$ cat src/rtl/instr_decoder_pkg.sv
// instr_decoder_pkg
// Shared definitions for the decode stage: ALU operation encodings,
// instruction field positions, register-field width, the decoded payload
// record and the combinational opcode decoder.
package instr_decoder_pkg;

  // Instruction word layout
  localparam int INSTR_W = 19;
  localparam int OPC_HI  = 18;
  localparam int OPC_LO  = 14;
  localparam int RD_HI   = 13;
  localparam int RD_LO   = 10;
  localparam int RS1_HI  = 9;
  localparam int RS1_LO  = 6;
  localparam int RS2_HI  = 5;
  localparam int RS2_LO  = 2;

  // Register field width (log2 of the 16-entry register file)
  localparam int REG_W = 4;
  localparam int OPC_W = 5;

  // ALU operation encodings shared with the execute stage.
  // Code 0 is deliberately unused so that an illegal instruction's
  // forced-zero control word never aliases a real operation.
  localparam logic [OPC_W-1:0] ADD   = 5'd1;
  localparam logic [OPC_W-1:0] SUB   = 5'd2;
  localparam logic [OPC_W-1:0] MUL   = 5'd3;
  localparam logic [OPC_W-1:0] DIV   = 5'd4;
  localparam logic [OPC_W-1:0] INC   = 5'd5;
  localparam logic [OPC_W-1:0] DEC   = 5'd6;
  localparam logic [OPC_W-1:0] AND   = 5'd7;
  localparam logic [OPC_W-1:0] OR    = 5'd8;
  localparam logic [OPC_W-1:0] XOR   = 5'd9;
  localparam logic [OPC_W-1:0] ENCRY = 5'd10;
  localparam logic [OPC_W-1:0] DECRY = 5'd11;

  // Decoded instruction as carried through the skid buffer
  typedef struct packed {
    logic             illegal;
    logic             use_rs2;
    logic [OPC_W-1:0] alu_ctrl;
    logic [REG_W-1:0] rd;
    logic [REG_W-1:0] rs1;
    logic [REG_W-1:0] rs2;
  } dec_t;

  localparam int DEC_W = $bits(dec_t);

  // Turn a raw instruction word into its decoded form.
  function automatic dec_t decode_instr(input logic [INSTR_W-1:0] instr);
    dec_t             d;
    logic [OPC_W-1:0] opc;
    opc   = instr[OPC_HI:OPC_LO];
    d.rd  = instr[RD_HI:RD_LO];
    d.rs1 = instr[RS1_HI:RS1_LO];
    d.rs2 = instr[RS2_HI:RS2_LO];
    case (opc)
      ADD, SUB, MUL, DIV, AND, OR, XOR: begin
        d.alu_ctrl = opc;
        d.illegal  = 1'b0;
        d.use_rs2  = 1'b1;
      end
      INC, DEC, ENCRY, DECRY: begin
        d.alu_ctrl = opc;
        d.illegal  = 1'b0;
        d.use_rs2  = 1'b0;
      end
      default: begin
        d.alu_ctrl = 5'd0;
        d.illegal  = 1'b1;
        d.use_rs2  = 1'b0;
      end
    endcase
    return d;
  endfunction

endpackage

$ cat src/rtl/instr_decoder_skid_buffer.sv
// skid_buffer
// Generic two-entry valid/ready stage: one output register plus one skid
// entry. in_ready is registered and equals "skid entry empty"; it is low
// while in reset and rises on the first clock edge after reset is released.
// Ports:
//   clk, rst            - clock, asynchronous active-high reset
//   in_valid/in_ready   - upstream handshake, in_data payload
//   out_valid/out_ready - downstream handshake, out_data payload (registered)
module skid_buffer #(
  parameter int W = 8
) (
  input  logic         clk,
  input  logic         rst,
  input  logic         in_valid,
  output logic         in_ready,
  input  logic [W-1:0] in_data,
  output logic         out_valid,
  input  logic         out_ready,
  output logic [W-1:0] out_data
);

  logic         skid_valid;
  logic [W-1:0] skid_data;

  logic         in_fire;
  logic         out_fire;
  logic         out_valid_nxt;
  logic [W-1:0] out_data_nxt;
  logic         skid_valid_nxt;
  logic [W-1:0] skid_data_nxt;

  // Next-state for the two entries. in_ready mirrors an empty skid entry, so
  // an accepted input never coincides with a full skid entry.
  always_comb begin
    in_fire        = in_valid && in_ready;
    out_fire       = out_valid && out_ready;
    out_valid_nxt  = out_valid;
    out_data_nxt   = out_data;
    skid_valid_nxt = skid_valid;
    skid_data_nxt  = skid_data;
    if (!out_valid || out_fire) begin
      // Output register is free this edge: the older skid entry goes first.
      if (skid_valid) begin
        out_valid_nxt  = 1'b1;
        out_data_nxt   = skid_data;
        skid_valid_nxt = 1'b0;
      end else if (in_fire) begin
        out_valid_nxt = 1'b1;
        out_data_nxt  = in_data;
      end else begin
        out_valid_nxt = 1'b0;
      end
    end else begin
      // Output stalled: a newly accepted word parks in the skid entry.
      if (in_fire) begin
        skid_valid_nxt = 1'b1;
        skid_data_nxt  = in_data;
      end else begin
        skid_valid_nxt = skid_valid;
      end
    end
  end

  // State registers, including the registered upstream ready.
  always_ff @(posedge clk or posedge rst) begin
    if (rst) begin
      out_valid  <= 1'b0;
      out_data   <= {W{1'b0}};
      skid_valid <= 1'b0;
      skid_data  <= {W{1'b0}};
      in_ready   <= 1'b0;
    end else begin
      out_valid  <= out_valid_nxt;
      out_data   <= out_data_nxt;
      skid_valid <= skid_valid_nxt;
      skid_data  <= skid_data_nxt;
      in_ready   <= !skid_valid_nxt;
    end
  end

endmodule

$ cat src/rtl/instr_decoder.sv
// instr_decoder
// Decode stage between fetch and execute. Decodes 19-bit instruction words
// into ALU control and register fields, buffers them in a two-entry skid
// stage, counts illegal instructions and, optionally, stalls issue on
// read-after-write hazards.
// Build option: define DEC_HAZARD_EN to enable the register scoreboard.
// Ports:
//   clk, rst                 - clock, asynchronous active-high reset
//   if_valid/if_ready        - fetch handshake (if_ready is registered)
//   if_instr                 - instruction word
//   id_valid/id_ready        - execute handshake
//   id_alu_ctrl, id_rd, id_rs1, id_rs2, id_use_rs2, id_illegal - decoded fields
//   wb_valid, wb_rd          - writeback, clears scoreboard entries
//   illegal_cnt              - saturating count of illegal instructions issued
module instr_decoder
  import instr_decoder_pkg::*;
#(
  parameter int NREG = 16
) (
  input  logic               clk,
  input  logic               rst,
  input  logic               if_valid,
  output logic               if_ready,
  input  logic [INSTR_W-1:0] if_instr,
  output logic               id_valid,
  input  logic               id_ready,
  output logic [OPC_W-1:0]   id_alu_ctrl,
  output logic [REG_W-1:0]   id_rd,
  output logic [REG_W-1:0]   id_rs1,
  output logic [REG_W-1:0]   id_rs2,
  output logic               id_use_rs2,
  output logic               id_illegal,
  input  logic               wb_valid,
  input  logic [REG_W-1:0]   wb_rd,
  output logic [7:0]         illegal_cnt
);

  dec_t             in_dec;
  dec_t             out_dec;
  logic [DEC_W-1:0] buf_data;
  logic             buf_valid;
  logic             buf_ready;
  logic             stall;
  logic             out_fire;

  assign in_dec = decode_instr(if_instr);

  skid_buffer #(
    .W (DEC_W)
  ) u_skid (
    .clk       (clk),
    .rst       (rst),
    .in_valid  (if_valid),
    .in_ready  (if_ready),
    .in_data   (in_dec),
    .out_valid (buf_valid),
    .out_ready (buf_ready),
    .out_data  (buf_data)
  );

  assign out_dec = dec_t'(buf_data);

  // A hazard hides the held instruction and freezes the output register.
  assign id_valid  = buf_valid && !stall;
  assign buf_ready = id_ready && !stall;
  assign out_fire  = id_valid && id_ready;

  assign id_alu_ctrl = out_dec.alu_ctrl;
  assign id_rd       = out_dec.rd;
  assign id_rs1      = out_dec.rs1;
  assign id_rs2      = out_dec.rs2;
  assign id_use_rs2  = out_dec.use_rs2;
  assign id_illegal  = out_dec.illegal;

`ifdef DEC_HAZARD_EN
  logic [NREG-1:0] pending;
  logic [NREG-1:0] pending_nxt;

  // Hazard check against the registered mask; illegal instructions never wait.
  always_comb begin
    stall = 1'b0;
    if (buf_valid && !out_dec.illegal) begin
      stall = pending[out_dec.rs1]
            | (out_dec.use_rs2 & pending[out_dec.rs2])
            | pending[out_dec.rd];
    end else begin
      stall = 1'b0;
    end
  end

  // Scoreboard update: clear applied first so a same-cycle set wins.
  always_comb begin
    pending_nxt = pending;
    if (wb_valid) begin
      pending_nxt[wb_rd] = 1'b0;
    end else begin
      pending_nxt = pending;
    end
    if (out_fire && !out_dec.illegal) begin
      pending_nxt[out_dec.rd] = 1'b1;
    end else begin
      pending_nxt[out_dec.rd] = pending_nxt[out_dec.rd];
    end
  end

  // Scoreboard register.
  always_ff @(posedge clk or posedge rst) begin
    if (rst) begin
      pending <= {NREG{1'b0}};
    end else begin
      pending <= pending_nxt;
    end
  end
`else
  logic unused_wb;
  assign unused_wb = wb_valid ^ (^wb_rd);
  assign stall     = 1'b0;
`endif

  // Saturating illegal-instruction counter, stepped on output transfers.
  always_ff @(posedge clk or posedge rst) begin
    if (rst) begin
      illegal_cnt <= 8'd0;
    end else if (out_fire && out_dec.illegal && (illegal_cnt != 8'hFF)) begin
      illegal_cnt <= illegal_cnt + 8'd1;
    end
  end

endmodule

$ cat config.mk
export PLATFORM = sky130hd
export DESIGN_NAME = instr_decoder
export DESIGN_NICKNAME = d
export VERILOG_FILES = /design/src/rtl/instr_decoder_pkg.sv /design/src/rtl/instr_decoder_skid_buffer.sv /design/src/rtl/instr_decoder.sv
export SDC_FILE = /design/constraint.sdc
export NUM_CORES = 1
export LEC_CHECK = 0
export CORE_ASPECT_RATIO = 0.75
export CORE_MARGIN = 3
export CORE_UTILIZATION = 49
export DETAILED_ROUTE_END_ITERATION = 10
export PLACE_DENSITY = 0.79
export SLEW_MARGIN = 20
export SYNTH_ARGS = -nofsm -noshare
export SYNTH_HDL_FRONTEND = slang
export SYNTH_HIERARCHICAL = 1
export SYNTH_SLANG_ARGS = --single-unit
$ cat constraint.sdc
create_clock -name clk -period 1.8 [get_ports clk]
set_input_delay 0.54 -clock clk [delete_from_list [all_inputs] [get_ports clk]]
set_output_delay 0.54 -clock clk [all_outputs]
set_load 0.03 [all_outputs]
==> out/results.tsv, run 1 <==
metric	value	unit
vdd.ir_drop.worst	0.860	mV
floorplan.core_area	4600	µm²
clock.fmax	581	MHz
synth.ff_latch_count	49	
power_switching_share	33.2	%
clock_power_share	22.9	%
detail_route.drc_violations	0	
cts.reportedPaths.clkPinSlew	90	ps
grt_max_degree	42	
critPathArrivalTime	1180	ps
final_critical_path_setup_slack	78.8	ps
num_vias	1500	
report.final.slew_viol_count	0	
floorplan.rows	21	
clock_tree_from_tritoncts	yes	
overall_power	4.06	mW
fin_crit	1720	ps
crit_path_top_delay_cell	dlygate4sd2_1	
first_pass_iters	4	
drt-initial-drc-count	41	
p_int	2.71	mW
yosysWarnings	6	
ys_seq_area_share	51.1	%
dp.cells	280	
clock-skew-final	3.20	ps
endpoint_kind	primary output	
fill_cells	321	
grt_antenna_before_repair	0	
setup_total_negative_slack	0	ps
io-pin-count	57	
netSwitchingPower	1.35	mW
postLayoutCellArea	3200	µm²
worst-path-buf-inv	1	
post_synth_instance_area	2400	µm²
cts-root-to-sink-buffers	2	
layout.cells.non_filler	288	
min_path_type	reg -> reg	
yosysUniqueCellTypes	32	
cap_viol_max_count	0	
cts.sink_count	49	
crit_path_max_incr_delay	450	ps
detailedPlacementHpwl	3290	µm
unrepaired_setup_endpoints_after_global_routing	false	
critPathKind	reg -> out	
total_leakage_power	1.56	nW
report.final.hold_viol_count	0	
holdBufCountCts	0	
die_area	5780	µm²
gr-usage-all-layers	18.2	%
worst_skew_pair_later_pin_latency	300	ps
power.combinational.fraction	37.9	%
first_global_vias	1610	
fin_nets	259	
critPathLaunchType	flip-flop	
power_per_cell_area	1270	nW/µm²
postCtsSetupBuffers	0	
diodes	0	
cts_max_level	2	
worstPathCellList	dlygate4sd2_1	
port_buffers	49	
synth_area_per_cell	15.0	µm²
worstPathRequired	1260	ps
timing.hold.ws	509	ps
drive_above_1_share	41.1	%
final_util	69.6	%
multiInputGateArea	1120	µm²
synth_cells	160	
detailedPlace.worstSlack	-388	ps
seq_area	1230	µm²
power_frac_seq	39.2	%
post_drt_wl_per_cell	16.1	µm
first_pass_grt_wire_length	8070	µm
crit_family	buffers and inverters	
placed_instance_area	3090	µm²
status	complete, no violations	
final.period_utilization	95.6	%
grt_overflow_total	0	
fp.dieW	86.8	µm
die-height	66.6	µm
place_congestion	0.774	
critical_path_peak_fanout	5	
drt.antenna.violating_nets	0	
report.final.setup_viol	0	
layout-area-overhead-vs-synth	33.4	%
cts_inserted_buffers	5	
avgViaCountPerCell	5.21	
start_util	52.2	%
ctsRootBufferMaster	clkbuf_8	
drt_wl_total	4630	µm
==> routing by layer <==
metal  wire length, µm  global-route usage (%)  vias to the layer above
met5                 0                       0                        -
met4                38                    4.67                        0
met3               215                    4.82                        4
met2              2190                    29.2                       32
met1              2180                    24.5                      761
li1                  -                       -                      703
==> final timing paths <==
kind / from / to / slack (ps) / cells after the start
max: illegal_cnt[5] / illegal_cnt[5] / 80 / 1
min in group asynchronous: rst / illegal_cnt[0] / 520 / 2
max reg2reg: illegal_cnt[1] / illegal_cnt[1] / 240 / 4
min reg2reg: u_skid/out_data[15] / u_skid/out_data[15] / 510 / 1
min: u_skid/out_data[15] / u_skid/out_data[15] / 510 / 1
max in group asynchronous: rst / u_skid/skid_data[16] / 970 / 3
==> power by group through the flow <==
stage          clock network, mW  registers, mW  logic, mW
2_1_floorplan                  0           1.99      0.642
3_3_place_gp                   0           1.60       1.64
3_5_place_dp                   0           1.62       1.68
4_1_cts                    0.963           1.59       1.55
5_1_grt                     1.00           1.64       1.63
6_report                   0.931           1.59       1.54
==> worst register-to-register path, stage by stage (launching register included) <==
cell and delay (ps):
dfrtp_1 430, ha_1 240, nand4_2 190, o21ai_4 270, mux2_4 320
==> final cells by class <==
cell class | count | area share (%)
clock buffers | 5 | 2.15
clock inverters | 3 | 2.15
inverters | 4 | 0.469
multi-input cells | 104 | 34.9
flip-flops and latches | 49 | 38.3
well taps | 57 | 2.23
repair buffers | 66 | 19.7
==> synthesized netlist by cell type (all sizes together) <==
| cell type | n | area [µm²] |
|---|---|---|
| nand4 | 2 | 18.8 |
| dfrtp | 49 | 1230 |
| nor2 | 4 | 22.5 |
| inv | 4 | 15.0 |
| o211a | 1 | 10.0 |
| and2 | 2 | 12.5 |
| conb | 1 | 3.75 |
| nand2b | 1 | 6.26 |
| xor2 | 3 | 26.3 |
| nand3 | 5 | 37.5 |
| xnor2 | 1 | 8.76 |
| a21oi | 3 | 18.8 |
| or2b | 2 | 15.0 |
| mux2 | 61 | 803 |
| nand2 | 5 | 18.8 |
| nor3b | 2 | 15.0 |
| and3 | 1 | 6.26 |
| o41ai | 1 | 8.76 |
| o21ai | 2 | 21.3 |
| nor2b | 2 | 20.0 |
| buf | 4 | 52.6 |
| nor3 | 3 | 20.0 |
| ha | 1 | 12.5 |
==> layout by cell type, fill, tap and decap left out, types with 3 or more instances in the layout <==
cell type | Yosys | routed
nand2_1 | 5 | 5
inv_1 | 4 | 4
clkdlybuf4s50_1 | 0 | 17
buf_12 | 0 | 4
dlygate4sd2_1 | 0 | 31
nand3_1 | 4 | 4
mux2_2 | 30 | 30
dfrtp_1 | 49 | 49
nor2_1 | 3 | 3
clkbuf_8 | 0 | 5
mux2_4 | 31 | 31
xor2_1 | 3 | 3
buf_4 | 0 | 13
==> repair_timing <==
item                                    4_1_cts  5_1_grt
endpoints found under the hold margin         0        0
pin swaps                                     1        0
resized for setup                            31        3
endpoints found under the setup margin       31        3
==> flip-flops by register name, indices dropped and copies added (netlist names) <==
| name | flops |
|---|---|
| u_skid/out_data | 19 |
| u_skid/skid_data | 19 |
| illegal_cnt | 8 |
| u_skid/in_ready | 1 |
| u_skid/out_valid | 1 |
| u_skid/skid_valid | 1 |
==> kinds of logic (layout without fill, tap and decap cells) <==
| logic type | after synthesis | count (layout) | share of synthesized area, % |
|---|---|---|---|
| muxes | 61 | 61 | 33.5 |
| DFF | 49 | 49 | 51.1 |
| and+or+nand+nor | 29 | 29 | 8.03 |
| buffers and inverters | 8 | 78 | 2.82 |
| AOI/OAI and AO/OA | 7 | 7 | 2.45 |
| xor gates and xnor gates | 4 | 4 | 1.46 |
| adders and majority gates | 1 | 1 | 0.521 |
| other | 1 | 2 | 0.156 |
(Power assumes the default switching activity.)
==> run 2, diff against run 1 <==
--- a/config.mk
+++ b/config.mk
@@ -10,7 +10,7 @@
 export CORE_UTILIZATION = 49
 export DETAILED_ROUTE_END_ITERATION = 10
 export PLACE_DENSITY = 0.79
-export SLEW_MARGIN = 20
+export SKIP_CTS_REPAIR_TIMING = 1
 export SYNTH_ARGS = -nofsm -noshare
 export SYNTH_HDL_FRONTEND = slang
 export SYNTH_HIERARCHICAL = 1
==> out/results.tsv, run 2 (same netlist as run 1, synthesis figures left out) <==
metric	value	unit	change
clock.fmax	583	MHz	+0.42%
dp.cells	280		unchanged
crit_path_start	id_ready		
fin_crit	1710	ps	-7.28 ps
final.period_utilization	95.2	%	-0.40 points
vdd.ir_drop.worst	0.888	mV	+3.2%
global_route.peak_usage_layer	met2		
critPathKind	in -> reg		
min_path_type	reg -> reg		
gr-usage-met2	29.2	%	unchanged
worst_skew_pair_later_pin_latency	300	ps	about the same
most-common-layout-cells	49 x dfrtp_1, 32 x dlymetal6s2s_1, 31 x mux2_4		
met1_usage	24.5	%	unchanged
cts_max_level	2		unchanged
cts-root-to-sink-buffers	2		unchanged
io-pin-count	57		unchanged
cts.reportedPaths.clkPinSlew	90	ps	about the same
first_pass_iters	4		unchanged
most_common_library_cell_in_the_layout_ignoring_fill_and_taps	dfrtp_1		
die_area	5780	µm²	unchanged
critical_path_peak_fanout	3		-2
power.combinational.fraction	39.5	%	+1.6 points
drt-initial-drc-count	53		+29%
worst-path-buf-inv	1		unchanged
fin_nets	259		unchanged
hold_start	u_skid/out_data[15]		
worstPathCellList	clkdlybuf4s50_1 > and3_4 > nand3_1 > nor3_1 > mux2_2		
power_switching_share	32.5	%	-0.73 points
grt_antenna_before_repair	0		unchanged
start_util	52.2	%	unchanged
grt_max_degree	42		unchanged
die-height	66.6	µm	unchanged
clock-skew-final	2.96	ps	-0.246 ps
first_pass_grt_wire_length	8070	µm	about the same
drive_above_1_share	42.0	%	+0.87 points
cts.sink_count	49		unchanged
timing.hold.ws	509	ps	-0.0160 ps
crit_path_top_delay_cell	clkdlybuf4s50_1		
biggestRegsByFlops	u_skid/out_data x19, u_skid/skid_data x19, illegal_cnt x8		
num_vias	1503		+0.20%
report.final.setup_viol	0		unchanged
place_congestion	0.774		unchanged
layout.cells.non_filler	288		unchanged
ctsRootBufferMaster	clkbuf_8		
power_frac_seq	38.1	%	-1.1 points
critPathLaunchType	input pin		
drt_wl_total	4670	µm	+1.0%
crit_path_max_incr_delay	550	ps	+100 ps
grt_overflow_total	0		unchanged
fp.dieW	86.8	µm	unchanged
worstPathRequired	1990	ps	+730 ps
avgViaCountPerCell	5.22		+0.20%
fill_cells	283		-12%
floorplan.rows	21		unchanged
total_leakage_power	1.84	nW	+18%
status	complete, no violations		
drt.antenna.violating_nets	0		unchanged
floorplan.core_area	4600	µm²	unchanged
globalRouteMet3Util	4.82	%	unchanged
timing.rr.start	illegal_cnt[1]		
report.final.hold_viol_count	0		unchanged
crit_family	buffers and inverters		
endpoint_kind	flip-flop		
post_drt_wl_per_cell	16.2	µm	+1.0%
detailedPlacementHpwl	3290	µm	unchanged
setup_total_negative_slack	0	ps	unchanged
clock_tree_from_tritoncts	yes		
diodes	0		unchanged
clock_power_share	22.4	%	-0.5 points
port_buffers	49		unchanged
cap_viol_max_count	0		unchanged
report.final.slew_viol_count	0		unchanged
p_int	2.82	mW	+4.0%
detail_route.drc_violations	0		unchanged
critPathArrivalTime	1910	ps	+730 ps
gr-usage-all-layers	18.2	%	unchanged
netSwitchingPower	1.36	mW	+0.58%
cts_inserted_buffers	5		unchanged
layout-area-overhead-vs-synth	39.1	%	
power_per_cell_area	1250	nW/µm²	-1.4%
first_global_vias	1619		+0.56%
unrepaired_setup_endpoints_after_global_routing	false		
[run 2: cell count changes in the layout (fill, tap and decap cells not counted)]
cell	change
dlygate4sd2_1	-31
dlymetal6s2s_1	+31
a21oi_2	-1
a21oi_4	+1
nor3_1	-1
nor3_2	+1
o41ai_1	-1
o41ai_2	+1
[run 2: final cells by class]
class	instances	area, µm²	area share, %
inverters	4	15.0	0.450
multi-input cells	104	1140	34.1
clock inverters	3	68.8	2.06
flip-flops and latches	49	1230	36.7
clock buffers	5	68.8	2.06
well taps	57	71.3	2.14
repair buffers	66	748	22.4
[run 2: power groups by stage]
| stage | clock [mW] | sequential, mW | combinational (mW) |
|---|---|---|---|
| 2_1_floorplan | 0 | 1.99 | 0.642 |
| 5_1_grt | 1.00 | 1.64 | 1.74 |
| 6_report | 0.935 | 1.59 | 1.65 |
| 4_1_cts | 0.963 | 1.60 | 1.69 |
| 3_3_place_gp | 0 | 1.60 | 1.64 |
| 3_5_place_dp | 0 | 1.62 | 1.68 |
[run 2: path summary, 6_finish.rpt]
path                            slack, ps  depth (start not counted)                    to
worst min-delay path                  510                          1   u_skid/out_data[15]
max in group asynchronous             970                          3  u_skid/skid_data[16]
worst max register to register        240                          4        illegal_cnt[1]
min in group asynchronous             520                          2        illegal_cnt[0]
worst min register to register        510                          1   u_skid/out_data[15]
worst max-delay path                   90                          5        illegal_cnt[7]
[run 2: per-stage QoR]
step | total power, mW | utilization (%) | setup WS, ps | cell area (µm²)
floorplan | 2.63 | - | 155 | 2400
global placement | 3.24 | 67.2 | -337 | 3090
detailed placement | 3.30 | 67.2 | -388 | 3090
CTS | 4.25 | 70.2 | -227 | 3230
global route | 4.39 | 72.6 | 19.8 | 3340
finish | 4.18 | 72.6 | 86.1 | 3340
[run 2: routing by layer]
layer	share of wire, %	up-vias
met4	0.81	0
met3	5.1	4
met5	0	-
met2	48	34
met1	46	760
li1	-	705
==> run 3, diff against run 2 <==
--- a/config.mk
+++ b/config.mk
@@ -7,11 +7,9 @@
 export LEC_CHECK = 0
 export CORE_ASPECT_RATIO = 0.75
 export CORE_MARGIN = 3
-export CORE_UTILIZATION = 49
+export CORE_UTILIZATION = 48
 export DETAILED_ROUTE_END_ITERATION = 10
 export PLACE_DENSITY = 0.79
-export SKIP_CTS_REPAIR_TIMING = 1
 export SYNTH_ARGS = -nofsm -noshare
 export SYNTH_HDL_FRONTEND = slang
-export SYNTH_HIERARCHICAL = 1
 export SYNTH_SLANG_ARGS = --single-unit
==> out/results.tsv, run 3 <==
metric	value	unit	change
cts_inserted_buffers	5		unchanged
cts-root-to-sink-buffers	2		unchanged
detail_route.drc_violations	0		unchanged
power_per_cell_area	1230	nW/µm²	-1.7%
drt-initial-drc-count	88		+66%
yosys_most_used_dff	dfrtp_1		
synth.ff_latch_count	49		unchanged
first_global_vias	1669		+3.1%
grt_overflow_total	0		unchanged
drt.antenna.violating_nets	0		unchanged
io-pin-count	57		unchanged
critical_path_peak_fanout	4		+1
post_synth_instance_area	2200	µm²	-8.2%
most-common-layout-cells	49 x dfrtp_1, 30 x nand2_1, 29 x dlygate4sd2_1		
detailedPlacementHpwl	3080	µm	-6.5%
cts_max_level	2		unchanged
transition_time_at_the_pin_with_the_least_slew_margin	393	ps	
postLayoutCellArea	2970	µm²	-11%
first_pass_iters	4		unchanged
fp.dieW	84.2	µm	-3.0%
gr-usage-all-layers	17.4	%	-0.81 points
grt_max_degree	50		+19%
final_critical_path_setup_slack	113	ps	+26.7 ps
worstPathRequired	1260	ps	-730 ps
fin_crit	1690	ps	-26.7 ps
ctsRootBufferMaster	clkbuf_8		
unrepaired_setup_endpoints_after_global_routing	false		
vdd.ir_drop.worst	0.646	mV	-27%
first_pass_grt_wire_length	7650	µm	-5.3%
final.period_utilization	93.7	%	-1.5 points
yosysMostFrequentCell	dfrtp_1		
crit_path_max_incr_delay	430	ps	-120 ps
critPathLaunchType	flip-flop		
clock_tree_from_tritoncts	yes		
synth_commonest_cells	49 x dfrtp_1, 30 x nand2_1, 20 x o21ai_0, 15 x mux2_2, 13 x mux2i_1		
detailedPlace.worstSlack	-185	ps	+203 ps
avgViaCountPerCell	5.16		-1.2%
clock.fmax	593	MHz	+1.6%
clock-skew-final	6.96	ps	+4.00 ps
synth_cells	191		+19%
fraction_of_synthesis_flops_using_an_asynchronous_set_or_reset_pin	100	%	unchanged
endpoint_kind	primary output		
cap_viol_max_count	0		unchanged
worst_skew_pair_later_pin_latency	300	ps	about the same
report.final.setup_viol	0		unchanged
yosysUniqueCellTypes	37		+16%
start_util	52.1	%	-0.12 points
relSlewSlack	73.8	%	
critPathKind	reg -> out		
setup_total_negative_slack	0	ps	unchanged
place_congestion	0.775		+0.14%
diodes	0		unchanged
synth_enable_flop_cells	0		unchanged
die-height	64.7	µm	-2.9%
report.final.slew_viol_count	0		unchanged
floorplan.core_area	4230	µm²	-8.0%
report.final.hold_viol_count	0		unchanged
total_leakage_power	1.38	nW	-25%
synthTopCellsByArea	dfrtp_1 56%, mux2_2 7.7%, mux2i_1 5.9%, nand2_1 5.1%, o21ai_0 4.5%		
layout-area-overhead-vs-synth	34.9	%	
synth.net_count	220		
min_path_type	reg -> reg		
yosysWarnings	0		-6
layout.cells.non_filler	317		+10%
grt_antenna_before_repair	0		unchanged
ys_seq_area_share	55.7	%	+4.6 points
floorplan.rows	20		-4.8%
postCtsSetupBuffers	0		
cts.reportedPaths.clkPinSlew	90	ps	about the same
synth_area_per_cell	11.5	µm²	-23%
biggestRegsByFlops	u_skid.out_data x19, u_skid.skid_data x19, illegal_cnt x8		
num_vias	1635		+8.8%
port_buffers	49		unchanged
worst-path-buf-inv	1		unchanged
die_area	5450	µm²	-5.8%
drive_above_1_share	21.0	%	-21 points
post-synth-top-area-fraction	55.7	%	+4.6 points
drt_wl_total	4340	µm	-7.1%
fin_nets	290		+12%
dp.cells	309		+10%
critPathArrivalTime	1150	ps	-760 ps
crit_path_top_delay_cell	dfrtp_1		
netlist.top_cell.by_area	dfrtp_1		
crit_family	flip-flops		
worstPathCellList	dlygate4sd2_1		
most_common_library_cell_in_the_layout_ignoring_fill_and_taps	dfrtp_1		
cts.sink_count	49		unchanged
post_drt_wl_per_cell	13.7	µm	-16%
status	complete, no violations		
placed_instance_area	2890	µm²	-6.6%
run 3: changes by cell type after synthesis, sizes merged, moves of 2 or more:
| cell | change |
|---|---|
| a21o | +2 |
| a21oi | +6 |
| clkbuf | +5 |
| mux2 | -46 |
| mux2i | +13 |
| nand2 | +26 |
| nor3b | -2 |
| o211ai | +3 |
| o21a | +2 |
| o21ai | +22 |
| or2b | -2 |
| or3b | +2 |
| xnor2 | +2 |
| xor2 | -3 |
run 3: cell type report:
type | instances | area, µm²
clock inverters | 2 | 37.5
inverters | 4 | 15.0
fillers | 336 | 1260
flip-flops and latches | 49 | 1230
multi-input cells | 130 | 883
repair buffers | 71 | 657
clock buffers | 6 | 82.6
well taps | 55 | 68.8
run 3: what timing repair did:
| item | 4_1_cts | 5_1_grt |
|---|---|---|
| resized for setup | 29 | 0 |
| setup endpoints to repair | 29 | 0 |
| hold buffers | 0 | 0 |
run 3: kinds of logic after synthesis:
| family | Yosys count | synth area share [%] |
|---|---|---|
| and+or+nand+nor | 55 | 13.4 |
| DFF | 49 | 55.7 |
| AOI/OAI and AO/OA | 43 | 11.4 |
| muxes | 28 | 13.6 |
| buffers and inverters | 12 | 4.20 |
| xor gates and xnor gates | 3 | 1.19 |
| adders and majority gates | 1 | 0.568 |
run 3: stage by stage:
step	util (%)	power, mW	hold WS (ps)
2_1_floorplan	-	2.39	442
6_report	70.2	3.66	477
4_1_cts	70.2	3.69	488
5_1_grt	70.2	3.89	521
3_5_place_dp	68.3	3.01	472
3_3_place_gp	68.3	2.96	454
run 3: layer usage:
metal  track usage (%)  vias up  routed length [µm]
met3              4.57        5                 241
met4              4.22        0                  36
met1              23.9      780                2060
met5                 0        -                   0
li1                  -      807                   -
met2              27.7       43                2000
run 3: worst paths after layout:
path	slack [ps]	to	from	cells after the start
worst max register to register	200	illegal_cnt[7]	illegal_cnt[0]	6
worst min-delay path	480	u_skid.out_data[5]	u_skid.out_data[5]	2
min in group asynchronous	600	u_skid.out_data[5]	rst	3
max in group asynchronous	970	illegal_cnt[1]	rst	3
worst max-delay path	110	if_ready	u_skid.in_ready	1
worst min register to register	480	u_skid.out_data[5]	u_skid.out_data[5]	2
run 3: power by group:
group          internal, mW  switching, mW  total, mW
Sequential             1.38          0.183       1.56
Combinational         0.539          0.744       1.28
Clock                 0.452          0.357      0.809
Total                  2.37           1.28       3.66
